[src/rtl/vga_scan_driver.sv]
// VGA 640x480@60 scan generator: pixel divider, h/v counters, visible-area addresses,
// colour capture and HS/VS, with colour and syncs aligned one pixel behind the address.
module vga_scan_driver #(
  parameter int CLK_DIV     = 4,
  parameter int H_VISIBLE   = 640,
  parameter int H_FRONT     = 16,
  parameter int H_SYNC      = 96,
  parameter int H_BACK      = 48,
  parameter int V_VISIBLE   = 480,
  parameter int V_FRONT     = 10,
  parameter int V_SYNC      = 2,
  parameter int V_BACK      = 33,
  parameter int SYNC_ACTIVE = 0
) (
  input  logic        CLK,
  input  logic        RESET,
  input  logic [11:0] COLOUR_IN,
  output logic [9:0]  ADDRH,
  output logic [9:0]  ADDRY,
  output logic        DISPLAY_EN,
  output logic        PIX_EN,
  output logic        FRAME_START,
  output logic        HS,
  output logic        VS,
  output logic [11:0] COLOUR_OUT
);

  localparam int H_TOTAL = H_VISIBLE + H_FRONT + H_SYNC + H_BACK;
  localparam int V_TOTAL = V_VISIBLE + V_FRONT + V_SYNC + V_BACK;
  localparam int DIV_W   = $clog2(CLK_DIV);

  // Counters share the 10-bit width of the address ports, so totals must stay below 1024.
  localparam logic [9:0]       H_LAST   = 10'(H_TOTAL - 1);
  localparam logic [9:0]       V_LAST   = 10'(V_TOTAL - 1);
  localparam logic [9:0]       H_VIS    = 10'(H_VISIBLE);
  localparam logic [9:0]       V_VIS    = 10'(V_VISIBLE);
  localparam logic [9:0]       HS_START = 10'(H_VISIBLE + H_FRONT);
  localparam logic [9:0]       HS_END   = 10'(H_VISIBLE + H_FRONT + H_SYNC);
  localparam logic [9:0]       VS_START = 10'(V_VISIBLE + V_FRONT);
  localparam logic [9:0]       VS_END   = 10'(V_VISIBLE + V_FRONT + V_SYNC);
  localparam logic [DIV_W-1:0] DIV_LAST = DIV_W'(CLK_DIV - 1);
  localparam logic             SYNC_ON  = 1'(SYNC_ACTIVE);

  logic [DIV_W-1:0] div_q, div_d;
  logic [9:0]       hcount_q, hcount_d;
  logic [9:0]       vcount_q, vcount_d;
  logic [9:0]       addrh_q, addrh_d;
  logic [9:0]       addry_q, addry_d;
  logic             disp_en_q, disp_en_d;
  logic [11:0]      colour_q, colour_d;
  logic             hs_q, hs_d;
  logic             vs_q, vs_d;
  logic             pix_en;
  logic             h_wrap;
  logic             vis_d;

  always_comb begin
    pix_en   = (div_q == DIV_LAST);
    h_wrap   = (hcount_q == H_LAST);
    div_d    = pix_en ? '0 : div_q + 1'b1;
    hcount_d = hcount_q;
    vcount_d = vcount_q;
    if (pix_en) begin
      hcount_d = h_wrap ? '0 : hcount_q + 10'd1;
      if (h_wrap) begin
        vcount_d = (vcount_q == V_LAST) ? '0 : vcount_q + 10'd1;
      end
    end

    // Addresses follow the next counter values so they change on the pixel edge itself
    // and hold for the full pixel period.
    vis_d     = (hcount_d < H_VIS) && (vcount_d < V_VIS);
    addrh_d   = vis_d ? hcount_d : '0;
    addry_d   = vis_d ? vcount_d : '0;
    disp_en_d = vis_d;

    colour_d = colour_q;
    hs_d     = hs_q;
    vs_d     = vs_q;
    if (pix_en) begin
      // Everything captured here describes the pixel that is just ending.
      colour_d = disp_en_q ? COLOUR_IN : 12'h000;
      hs_d     = (hcount_q >= HS_START && hcount_q < HS_END) ? SYNC_ON : ~SYNC_ON;
      vs_d     = (vcount_q >= VS_START && vcount_q < VS_END) ? SYNC_ON : ~SYNC_ON;
    end

    FRAME_START = pix_en && h_wrap && (vcount_q == V_LAST);
  end

  always_ff @(posedge CLK) begin
    if (RESET) begin
      div_q     <= '0;
      hcount_q  <= '0;
      vcount_q  <= '0;
      addrh_q   <= '0;
      addry_q   <= '0;
      disp_en_q <= 1'b0;
      colour_q  <= '0;
      hs_q      <= ~SYNC_ON;
      vs_q      <= ~SYNC_ON;
    end else begin
      div_q     <= div_d;
      hcount_q  <= hcount_d;
      vcount_q  <= vcount_d;
      addrh_q   <= addrh_d;
      addry_q   <= addry_d;
      disp_en_q <= disp_en_d;
      colour_q  <= colour_d;
      hs_q      <= hs_d;
      vs_q      <= vs_d;
    end
  end

  assign PIX_EN     = pix_en;
  assign ADDRH      = addrh_q;
  assign ADDRY      = addry_q;
  assign DISPLAY_EN = disp_en_q;
  assign COLOUR_OUT = colour_q;
  assign HS         = hs_q;
  assign VS         = vs_q;

endmodule

[config.mk]
export PLATFORM = sky130hd
export DESIGN_NAME = vga_scan_driver
export DESIGN_NICKNAME = d
export VERILOG_FILES = /design/src/rtl/vga_scan_driver.sv
export SDC_FILE = /design/constraint.sdc
export NUM_CORES = 1
export LEC_CHECK = 0
export ABC_AREA = 1
export BUFFER_PORTS_ARGS = -buffer_cell sky130_fd_sc_hd__buf_2
export CORE_MARGIN = 5
export CORE_UTILIZATION = 41
export CTS_BUF_LIST = sky130_fd_sc_hd__clkbuf_4 sky130_fd_sc_hd__clkbuf_8 sky130_fd_sc_hd__clkbuf_16
export CTS_CLUSTER_DIAMETER = 60
export CTS_CLUSTER_SIZE = 16
export DETAILED_ROUTE_END_ITERATION = 10
export PLACE_DENSITY_LB_ADDON = 0.25
export SLEW_MARGIN = 20
export SYNTH_ARGS = -nofsm -noshare
export SYNTH_HDL_FRONTEND = slang
export SYNTH_SLANG_ARGS = --single-unit
[constraint.sdc]
create_clock -name CLK -period 3.5 [get_ports CLK]
set_input_delay 0.525 -clock CLK [delete_from_list [all_inputs] [get_ports CLK]]
set_output_delay 0.525 -clock CLK [all_outputs]
set_load 0.01 [all_outputs]
==> flow_metrics.py, run 1 <==
metrics = {
    "outcome": {
        "outcome": "finished clean",
    },
    "clock_network": {
        "ctsHoldBuffers": 0,
        "path_clk_slew_ns": 0.07,
        "cts_max_level": 3,
        "cts_tree": "done",
        "cts_sinks": 57,
        "cts.path.max_buffers": 2,
        "post_cts_buffers": 0,
        "cts_resized": 0,
        "cts-root-buf": "clkbuf_8",
        "insertion_delay_ns": 0.33,
        "cts_buffers": 9,
    },
    "routing": {
        "drtPass1Iterations": 4,
        "m1WireLength_um": 2360,
        "drt.antenna.violating_nets": 0,
        "wl_um": 5160,
        "met3_length_um": 457,
        "drt_iter0_drc": 159,
        "dr_wl_met2_um": 2230,
        "top_layer": "met4",
        "drc_errors": 0,
        "wire_per_inst_um": 12.2,
        "vias": 2045,
        "viasPerCell": 4.83,
    },
    "sta": {
        "fmax_mhz": 394,
        "slew_violations": 0,
        "finalCriticalPeriod_ns": 2.54,
        "worst_pin_slew_ns": 0.764,
        "slew_headroom": 0.488,
        "hold_viol": 0,
        "finalCritPeriodShare": 0.725,
        "rsz0062_at_grt": "no",
        "setup_tns_ns": 0,
        "fin_worst_skew_ns": 0.00785,
        "setup_viol": 0,
    },
    "critical_path": {
        "arrival_ns": 2.01,
        "rr_startpoint": "div_q[0]$_SDFF_PP0_",
        "critPathMaxFanout": 12,
        "startpoint_type": "flop",
        "worstSetupEndpointType": "output pin",
        "critPathLaunch": "hcount_q[1]$_SDFF_PP0_",
        "setup.worst_path.class": "flop to output pin",
        "cp.required_ns": 2.97,
    },
    "floorplan": {
        "die_h_um": 86.1,
        "dieArea_um2": 7410,
        "rows": 27,
        "io_pins": 51,
        "start_util": 0.426,
        "fp.dieW_um": 86.1,
        "core_area_um2": 5570,
    },
    "global_routing": {
        "grt_usage": 0.150,
        "grt_pass1_vias": 1952,
        "grt_max_degree": 24,
        "grt-ovfl-total": 0,
        "grt_first_pass_wirelength_um": 8700,
        "antenna_found_initial": 0,
    },
    "final_layout": {
        "instances_no_fill": 423,
        "areaGrowthSynthToFinish_pct": 23.0,
        "nets": 366,
        "antennaDiodeCount": 0,
        "drive_gt1_frac": 0.256,
    },
    "yosys": {
        "syn_nets": 312,
        "yosys.area.top_type": "dfxtp_1",
        "synth.avg_cell_area_um2": 8.13,
        "synth-simple-area-share": 0.296,
        "ys_top_cells_by_area": "dfxtp_1, nor2_1, nand2_1",
        "synth_compound_area_frac": 0.0991,
        "synth_top_family_by_area": "simple AND/OR/NAND/NOR gates",
        "yosys_warnings": 0,
        "synth.distinct_cells": 39,
        "yosysTopAreaCellShare": 0.481,
        "synth_most_common_cell": "nor2_1",
        "synth_xor_area_frac": 0.0111,
        "synthAdderAreaFrac": 0.0316,
        "synth_edf_count": 0,
        "seq_area_frac_synth": 0.481,
        "synth_cells": 292,
        "syn_area_um2": 2370,
        "async_flop_share": 0,
        "ys.flop_type": "dfxtp_1",
        "synthMuxAreaShare": 0,
        "synth_seq_cells": 57,
        "synthTopCellsByCount": "nor2_1, dfxtp_1, nand2_1, inv_1, nand3_1",
    },
    "run": {
        "maxCapViolCount": 0,
    },
    "placement": {
        "port_buffers": 50,
        "hpwl_um": 3820,
        "gp_congestion": 0.927,
        "dp.cells": 407,
    },
    "min_path": {
        "min_from": "div_q[0]$_SDFF_PP0_",
        "hold_path.class": "flop to flop",
    },
    "power_and_ir_drop": {
        "ir_worst_vdd_mv": 0.399,
        "finalPower_uw": 1480,
        "power.density_nw_per_um2": 506,
        "power.static_leakage_uw": 0.00130,
    },
}
[final timing paths]
path / to / slack, ns / depth (start not counted)
hold / removal: div_q[0]$_SDFF_PP0_ / 0.42 / 1
setup / recovery: FRAME_START / 0.96 / 10
hold reg to reg: div_q[0]$_SDFF_PP0_ / 0.42 / 1
setup reg to reg: ADDRH[7]$_SDFF_PP0_ / 1.13 / 12
[where the power goes]
group	internal, uW	total, uW	leakage (uW)	switching (uW)
Clock	499	754	0.000123	255
Sequential	659	666	0.000461	6.42
Combinational	20.2	57.8	0.000719	37.6
Total	1180	1480	0.00130	299
[worst max-delay path, cell delays in order (launching register included)]
cell and delay, ns:
dfxtp_1 0.38, ha_1 0.22, inv_1 0.06, nor2_1 0.10, nand3_2 0.09, nor2_4 0.15, nand2_2 0.21, clkinv_1 0.15
nand2_1 0.12, inv_1 0.08, buf_2 0.12
[metal layers]
layer | GRT usage | up-vias
li1 | - | 1051
met1 | 0.186 | 916
met2 | 0.220 | 69
met3 | 0.0596 | 9
met4 | 0.0863 | 0
met5 | 0 | -
[layout by cell type (no fill, tap or decap), types with 3 or more instances in the layout]
master / count
a32o_1: 12
buf_2: 50
bufinv_16: 3
clkbuf_8: 10
clkinv_1: 3
dfxtp_1: 57
ha_1: 6
inv_1: 33
nand2_1: 43
nand3_1: 16
nand4_1: 7
nor2_1: 58
nor2_2: 11
nor3_1: 5
o21ai_0: 3
[logic make-up (layout without fill, tap and decap cells)]
group | count (synthesis) | in the layout
AO/OA/AOI/OAI | 27 | 27
buffers and inverters | 45 | 104
XOR/XNOR | 3 | 3
flip-flops | 57 | 57
other | 1 | 1
AND/OR/NAND/NOR | 153 | 153
adder cells (fa/ha/maj) | 6 | 6
[state kept, by name, indices dropped and copies added, names as in the netlist]
name / flops
VS: 1
hcount_q: 10
DISPLAY_EN: 1
COLOUR_OUT: 12
div_q: 2
HS: 1
vcount_q: 10
ADDRY: 10
ADDRH: 10
[stage by stage]
stage / instance area (um2) / util / hold slack, ns / setup WS, ns
6_report: 2920 / 0.524 / 0.422 / 0.961
5_1_grt: 2920 / 0.524 / 0.420 / 0.771
4_1_cts: 2920 / 0.524 / 0.422 / 0.951
3_5_place_dp: 2670 / 0.479 / 0.412 / 1.13
3_3_place_gp: 2670 / 0.479 / 0.411 / 1.15
2_1_floorplan: 2370 / - / 0.399 / 1.62
[area by class of cell]
class	count	area (um2)
Multi-Input combinational cell	190	1040
Clock buffer	11	145
Timing Repair Buffer	51	258
Clock inverter	5	103
Sequential cell	57	1140
Fill cell	560	2660
Inverter	37	139
Tap cell	72	90.1
No activity file was read; power rests on OpenSTA's default activity.
==> run 2: changes to the inputs <==
- clock period: 3.5 -> 2.1 ns (I/O delays scaled with it)
==> run 2 against run 1 <==
Compared with the run above:
- wire length grew 8.4%
- final area grew 6.9%
- total power grew 69%
- clock power grew 68%
- die area is the same
- hold slack lost 0.20 ns
- worst setup slack lost 0.86 ns
- critical path depth is the same
- via count grew 4.0%
- sequential cell count is the same
- sequential power grew 67%
- core utilization grew 3.6 points
- highest routed layer unchanged
==> flow_metrics.py, run 2 (synthesized netlist as in run 1, its figures left out) <==
metrics = {
    "outcome": {
        "outcome": "finished clean",
    },
    "placement": {
        "place_area_um2": 2750,
        "gp_congestion": 0.880,
        "dp.cells": 417,
        "place_ws_ns": -0.0854,
        "hpwl_um": 3790,
        "port_buffers": 50,
    },
    "clock_network": {
        "cts.path.max_buffers": 2,
        "cts-root-buf": "clkbuf_8",
        "cts_max_level": 3,
        "insertion_delay_ns": 0.34,
        "cts_sinks": 57,
        "cts_tree": "done",
        "path_clk_slew_ns": 0.06,
        "cts_buffers": 9,
    },
    "critical_path": {
        "crit_slowest_cell": "dfxtp_2",
        "regToRegEndpoint": "ADDRY[4]$_SDFF_PP0_",
        "arrival_ns": 1.69,
        "worstSetupEndpointType": "output pin",
        "cp_common_cell": "inv_1",
        "reg2regPathDepth": 15,
        "critPathMaxFanout": 4,
        "rr_startpoint": "vcount_q[1]$_SDFF_PP0_",
        "cp.required_ns": 1.78,
        "startpoint_type": "flop",
        "setup.worst_path.class": "flop to output pin",
        "rrSetupSlack_ns": 0.14,
        "worstPathCellList": "inv_2 -> ha_1 -> inv_1 -> nor2_2 -> nand3_2 -> nor2_4 -> nand2_1 -> buf_4 -> inv_1 -> buf_2",
        "cpPeakStageDelay_ns": 0.34,
    },
    "power_and_ir_drop": {
        "power.density_nw_per_um2": 801,
        "ir_worst_vdd_mv": 0.627,
        "power.static_leakage_uw": 0.00141,
    },
    "final_layout": {
        "n_fill_cell": 516,
        "largest_reg_flops": 12,
        "drive_gt1_frac": 0.334,
        "antennaDiodeCount": 0,
        "layout_commonest_cell": "nor2_1",
        "final_cell_mix": "nor2_1, dfxtp_1, buf_2, nand2_1, inv_1",
        "areaGrowthSynthToFinish_pct": 31.4,
        "final_area_um2": 3120,
        "final-seq-area_um2": 1150,
        "utilization": 0.560,
        "multi_input_area_um2": 1110,
        "instances_no_fill": 440,
        "nets": 383,
    },
    "floorplan": {
        "dieArea_um2": 7410,
        "fp.dieW_um": 86.1,
        "rows": 27,
        "core_area_um2": 5570,
        "start_util": 0.426,
        "die_h_um": 86.1,
        "io_pins": 51,
    },
    "routing": {
        "wire_per_inst_um": 12.7,
        "vias": 2127,
        "drt.antenna.violating_nets": 0,
        "viasPerCell": 4.83,
        "drc_errors": 0,
        "drt_iter0_drc": 152,
        "drtPass1Iterations": 4,
        "wl_um": 5590,
    },
    "sta": {
        "finalCritPeriodShare": 0.953,
        "setup_viol": 0,
        "layout_setup_ws_ns": 0.0990,
        "finalCriticalPeriod_ns": 2.00,
        "fmax_mhz": 500,
        "fin_worst_skew_ns": 0.00672,
        "slew_violations": 0,
        "hold_viol": 0,
    },
    "min_path": {
        "min_from": "COLOUR_IN[10]",
        "hold_path.class": "input port to flop",
        "whs_path_depth": 2,
        "min_to": "COLOUR_OUT[10]$_SDFFE_PP0P_",
    },
    "global_routing": {
        "grt_usage": 0.160,
        "grt-ovfl-total": 0,
        "grt_max_degree": 24,
        "grt_first_pass_wirelength_um": 9290,
        "antenna_found_initial": 0,
        "grt_pass1_vias": 2054,
    },
    "run": {
        "maxCapViolCount": 0,
    },
}
-- run 2: repair_timing --
action	CTS	global route
resized for setup	8	14
pin swaps	3	5
setup endpoints to repair	19	19
endpoints found under the hold margin	0	0
hold buffers	0	0
setup buffers	4	3
-- run 2: power breakdown --
group	switching, uW	internal [uW]	total [uW]
Sequential	7.92	1100	1110
Combinational	72.3	44.8	117
Clock	442	831	1270
-- run 2: per-layer routing --
| layer | vias up | wire [um] | GRT usage |
|---|---|---|---|
| met1 | 965 | 2530 | 0.203 |
| li1 | 1089 | - | - |
| met4 | 0 | 87 | 0.0633 |
| met5 | - | 0 | 0 |
| met2 | 63 | 2500 | 0.231 |
| met3 | 10 | 473 | 0.0768 |
-- run 2: worst max-delay path by stage --
stage                                 from             endpoint  slack, ns  cells after the start
finish              vcount_q[0]$_SDFF_PP0_          FRAME_START        0.1                     10
global route        vcount_q[0]$_SDFF_PP0_          FRAME_START      -0.03                     10
CTS                 hcount_q[0]$_SDFF_PP0_          FRAME_START      0.005                     11
detailed placement  hcount_q[1]$_SDFF_PP0_  ADDRY[4]$_SDFF_PP0_      -0.09                     12
global placement    hcount_q[0]$_SDFF_PP0_  ADDRH[1]$_SDFF_PP0_      -0.05                     13
floorplan           hcount_q[1]$_SDFF_PP0_  ADDRH[0]$_SDFF_PP0_       0.22                     14
-- run 2: cell type report --
type,count,share of cell area
clock inverters,5,0.0329
clock buffers,11,0.0465
repair buffers,68,0.124
well taps,72,0.0289
inverters,37,0.0449
multi-input cells,190,0.355
flip-flops and latches,57,0.368
-- run 2: worst max-delay path, delay by kind of cell, from the launching register on --
family,cells,cell delay (ns)
simple gates,4,0.42
fa+ha+maj,1,0.14
flops,1,0.34
buf+inv,5,0.44
-- run 2: stage by stage --
step	TNS, ns	hold slack [ns]	total power [uW]
after floorplan	0	0.399	1200
after global placement	-0.665	0.406	1240
after detailed placement	-1.04	0.412	1240
after CTS	0	0.218	2510
after global routing	-0.0393	0.220	2590
final	0	0.219	2500
==> run 3: changes to the inputs <==
- ABC_AREA: 1 -> 0
- CORE_UTILIZATION: 41 -> 47
==> run 3 against run 2 <==
Compared with the run above:
- the flow now finishes with violations (negative setup slack)
- die area is 16% lower
- hold slack lost 0.010 ns
- largest power group is now registers
- wire length shrank 11%
- sequential cell count stayed put
- first-iteration DRC count down 34%
- clock skew increased by 0.0027 ns
- total power fell by 12%
- register-to-register slack lost 0.24 ns
- via count is 9.6% lower
==> flow_metrics.py, run 3 <==
metrics = {
    "global_routing": {
        "grt_max_degree": 22,
        "antenna_found_initial": 0,
        "busiest_layer": "met2",
        "grt_first_pass_wirelength_um": 8360,
        "grt_pass1_vias": 1855,
        "grt-ovfl-total": 0,
        "use_met3": 0.0601,
        "grt_usage": 0.174,
        "use_met1": 0.214,
        "met2_usage": 0.263,
    },
    "critical_path": {
        "reg2regPathDepth": 7,
        "worstPathCellList": "or4b_4 -> o211a_1 -> a211oi_2 -> a211oi_1 -> a211o_1 -> buf_4 -> nor3_1",
        "worstSetupEndpointType": "flop",
        "critPathMaxFanout": 8,
        "arrival_ns": 2.46,
        "critPathLaunch": "hcount_q[6]$_SDFF_PP0_",
        "setup.worst_path.class": "flop to flop",
        "startpoint_type": "flop",
        "path_buf_inv": 1,
        "cpPeakStageDelay_ns": 0.59,
        "rr_startpoint": "hcount_q[6]$_SDFF_PP0_",
        "cp.depth": 7,
        "cp.required_ns": 2.36,
        "crit_slowest_cell": "or4b_4",
        "crit_family": "compound AO/OA/AOI/OAI gates",
    },
    "final_layout": {
        "final-seq-area_um2": 1150,
        "final_area_um2": 3010,
        "largest_reg_flops": 12,
        "areaGrowthSynthToFinish_pct": 35.3,
        "n_fill_cell": 372,
        "multi_input_area_um2": 1090,
        "final_cell_mix": "dfxtp_1, buf_2, nor2_1, nor3_1, buf_4",
        "drive_gt1_frac": 0.364,
        "antennaDiodeCount": 0,
        "layout_commonest_cell": "dfxtp_1",
        "utilization": 0.646,
        "nets": 336,
    },
    "placement": {
        "port_buffers": 50,
        "hpwl_um": 3530,
        "place_area_um2": 2720,
        "gp_congestion": 0.840,
    },
    "yosys": {
        "ys_top_cells_by_area": "dfxtp_1, nor2_1, nor3_1",
        "synth.avg_cell_area_um2": 9.39,
        "async_flop_share": 0,
        "syn_nets": 257,
        "synth_edf_count": 0,
        "synthTopCellsByCount": "dfxtp_1, nor2_1, nor3_1, a22oi_1, nand2_1",
        "yosys.area.top_type": "dfxtp_1",
        "ys.flop_type": "dfxtp_1",
        "seq_area_frac_synth": 0.513,
        "synth_most_common_cell": "dfxtp_1",
        "synth_seq_cells": 57,
        "synth.distinct_cells": 44,
        "synth_cells": 237,
        "yosysTopAreaCellShare": 0.513,
        "yosys_warnings": 0,
        "syn_area_um2": 2220,
    },
    "floorplan": {
        "dieArea_um2": 6210,
        "io_pins": 51,
        "fp.dieW_um": 78.8,
        "die_h_um": 78.8,
        "core_area_um2": 4660,
        "rows": 25,
        "start_util": 0.477,
    },
    "min_path": {
        "hold_path.class": "input port to flop",
        "whs_path_depth": 3,
        "min_from": "COLOUR_IN[5]",
    },
    "clock_network": {
        "cts_buffers": 9,
        "cts.path.max_buffers": 2,
        "ctsHoldBuffers": 0,
        "cts_max_level": 3,
        "cts_tree": "done",
        "cts-root-buf": "clkbuf_8",
        "path_clk_slew_ns": 0.06,
        "insertion_delay_ns": 0.34,
        "cts_sinks": 57,
    },
    "sta": {
        "fmax_mhz": 454,
        "finalCritPeriodShare": 1.05,
        "fin_worst_skew_ns": 0.00940,
        "hold_viol": 0,
        "finalCriticalPeriod_ns": 2.20,
        "layout_setup_ws_ns": -0.101,
        "rsz0062_at_grt": "yes",
        "setup_viol": 21,
        "slew_violations": 0,
    },
    "routing": {
        "drtPass1Iterations": 4,
        "drt.antenna.violating_nets": 0,
        "vias": 1922,
        "viasPerCell": 5.15,
        "drt_iter0_drc": 101,
        "wire_per_inst_um": 13.3,
        "wl_um": 4970,
        "drc_errors": 0,
    },
    "power_and_ir_drop": {
        "power.static_leakage_uw": 0.00134,
        "ir_worst_vdd_mv": 0.527,
        "power.density_nw_per_um2": 728,
    },
    "outcome": {
        "outcome": "finished with violations",
        "violations": "negative setup slack",
    },
    "run": {
        "maxCapViolCount": 0,
    },
}
run 3: cell count changes in the layout (fill, tap and decap cells not counted), sizes merged, moves of 3 or more:
cell	change
nor3	+23
and3	+4
a22oi	+10
nand3	-13
buf	+12
a21oi	+4
xnor2	+3
a32o	-12
inv	-28
nor4	+3
nand2	-35
xor2	+4
nor2	-32
run 3: through the flow:
stage | setup TNS, ns | setup slack [ns] | instances | hold slack (ns) | total power, uW
6_report | -1.55 | -0.101 | 373 | 0.209 | 2190
5_1_grt | -3.92 | -0.202 | 373 | 0.197 | 2300
4_1_cts | -1.64 | -0.109 | 374 | 0.194 | 2210
3_5_place_dp | -2.78 | -0.163 | 358 | 0.423 | 1240
3_3_place_gp | -1.64 | -0.0975 | 358 | 0.420 | 1240
2_1_floorplan | -3.66 | -0.266 | 237 | 0.404 | 1190
run 3: path summary, 6_finish.rpt:
path              slack [ns]                         end
hold reg to reg         0.47         div_q[0]$_SDFF_PP0_
setup / recovery       -0.10         ADDRY[0]$_SDFF_PP0_
hold / removal          0.21  COLOUR_OUT[5]$_SDFFE_PP0P_
setup reg to reg       -0.10         ADDRY[0]$_SDFF_PP0_
run 3: repair_timing:
action,in CTS,in global routing
endpoints found under the setup margin,21,21
pin swaps,3,2
gates resized for setup,15,10
hold endpoints to repair,0,0
buffers inserted,2,0
run 3: cell type report:
class	count	share of cell area
repair buffers	80	0.168
well taps	54	0.0225
flip-flops and latches	57	0.381
inverters	6	0.00748
clock inverters	4	0.0150
multi-input cells	162	0.361
clock buffers	10	0.0457
run 3: where the power goes:
group	internal (uW)	switching, uW	total (uW)
Combinational	51.4	59.6	111
Sequential	1100	12.8	1110
Clock	560	407	967
run 3: layer usage:
metal  vias up  wire length (um)
met1       880              2240
met3         9               273
li1        982                 -
met4         0                97
met2        51              2360
met5         -                 0
run 3: worst min-delay path: cells and delay by family:
kind | cells | cell delay [ns]
and+or+nand+nor | 1 | 0.07
buffers and inverters | 1 | 0.08
AOI/OAI and AO/OA | 1 | 0.05
run 3: logic make-up (layout without fill, tap and decap cells):
kind of cell | count (synthesis) | in the layout | share of synthesized area
AND/OR/NAND/NOR | 112 | 112 | 0.269
other | 1 | 1 | 0.00169
flip-flops | 57 | 57 | 0.513
AO/OA/AOI/OAI | 31 | 31 | 0.0973
buffers and inverters | 18 | 100 | 0.0366
XOR/XNOR | 10 | 10 | 0.0394
multiplexers | 2 | 2 | 0.00900
adder cells (fa/ha/maj) | 6 | 6 | 0.0337
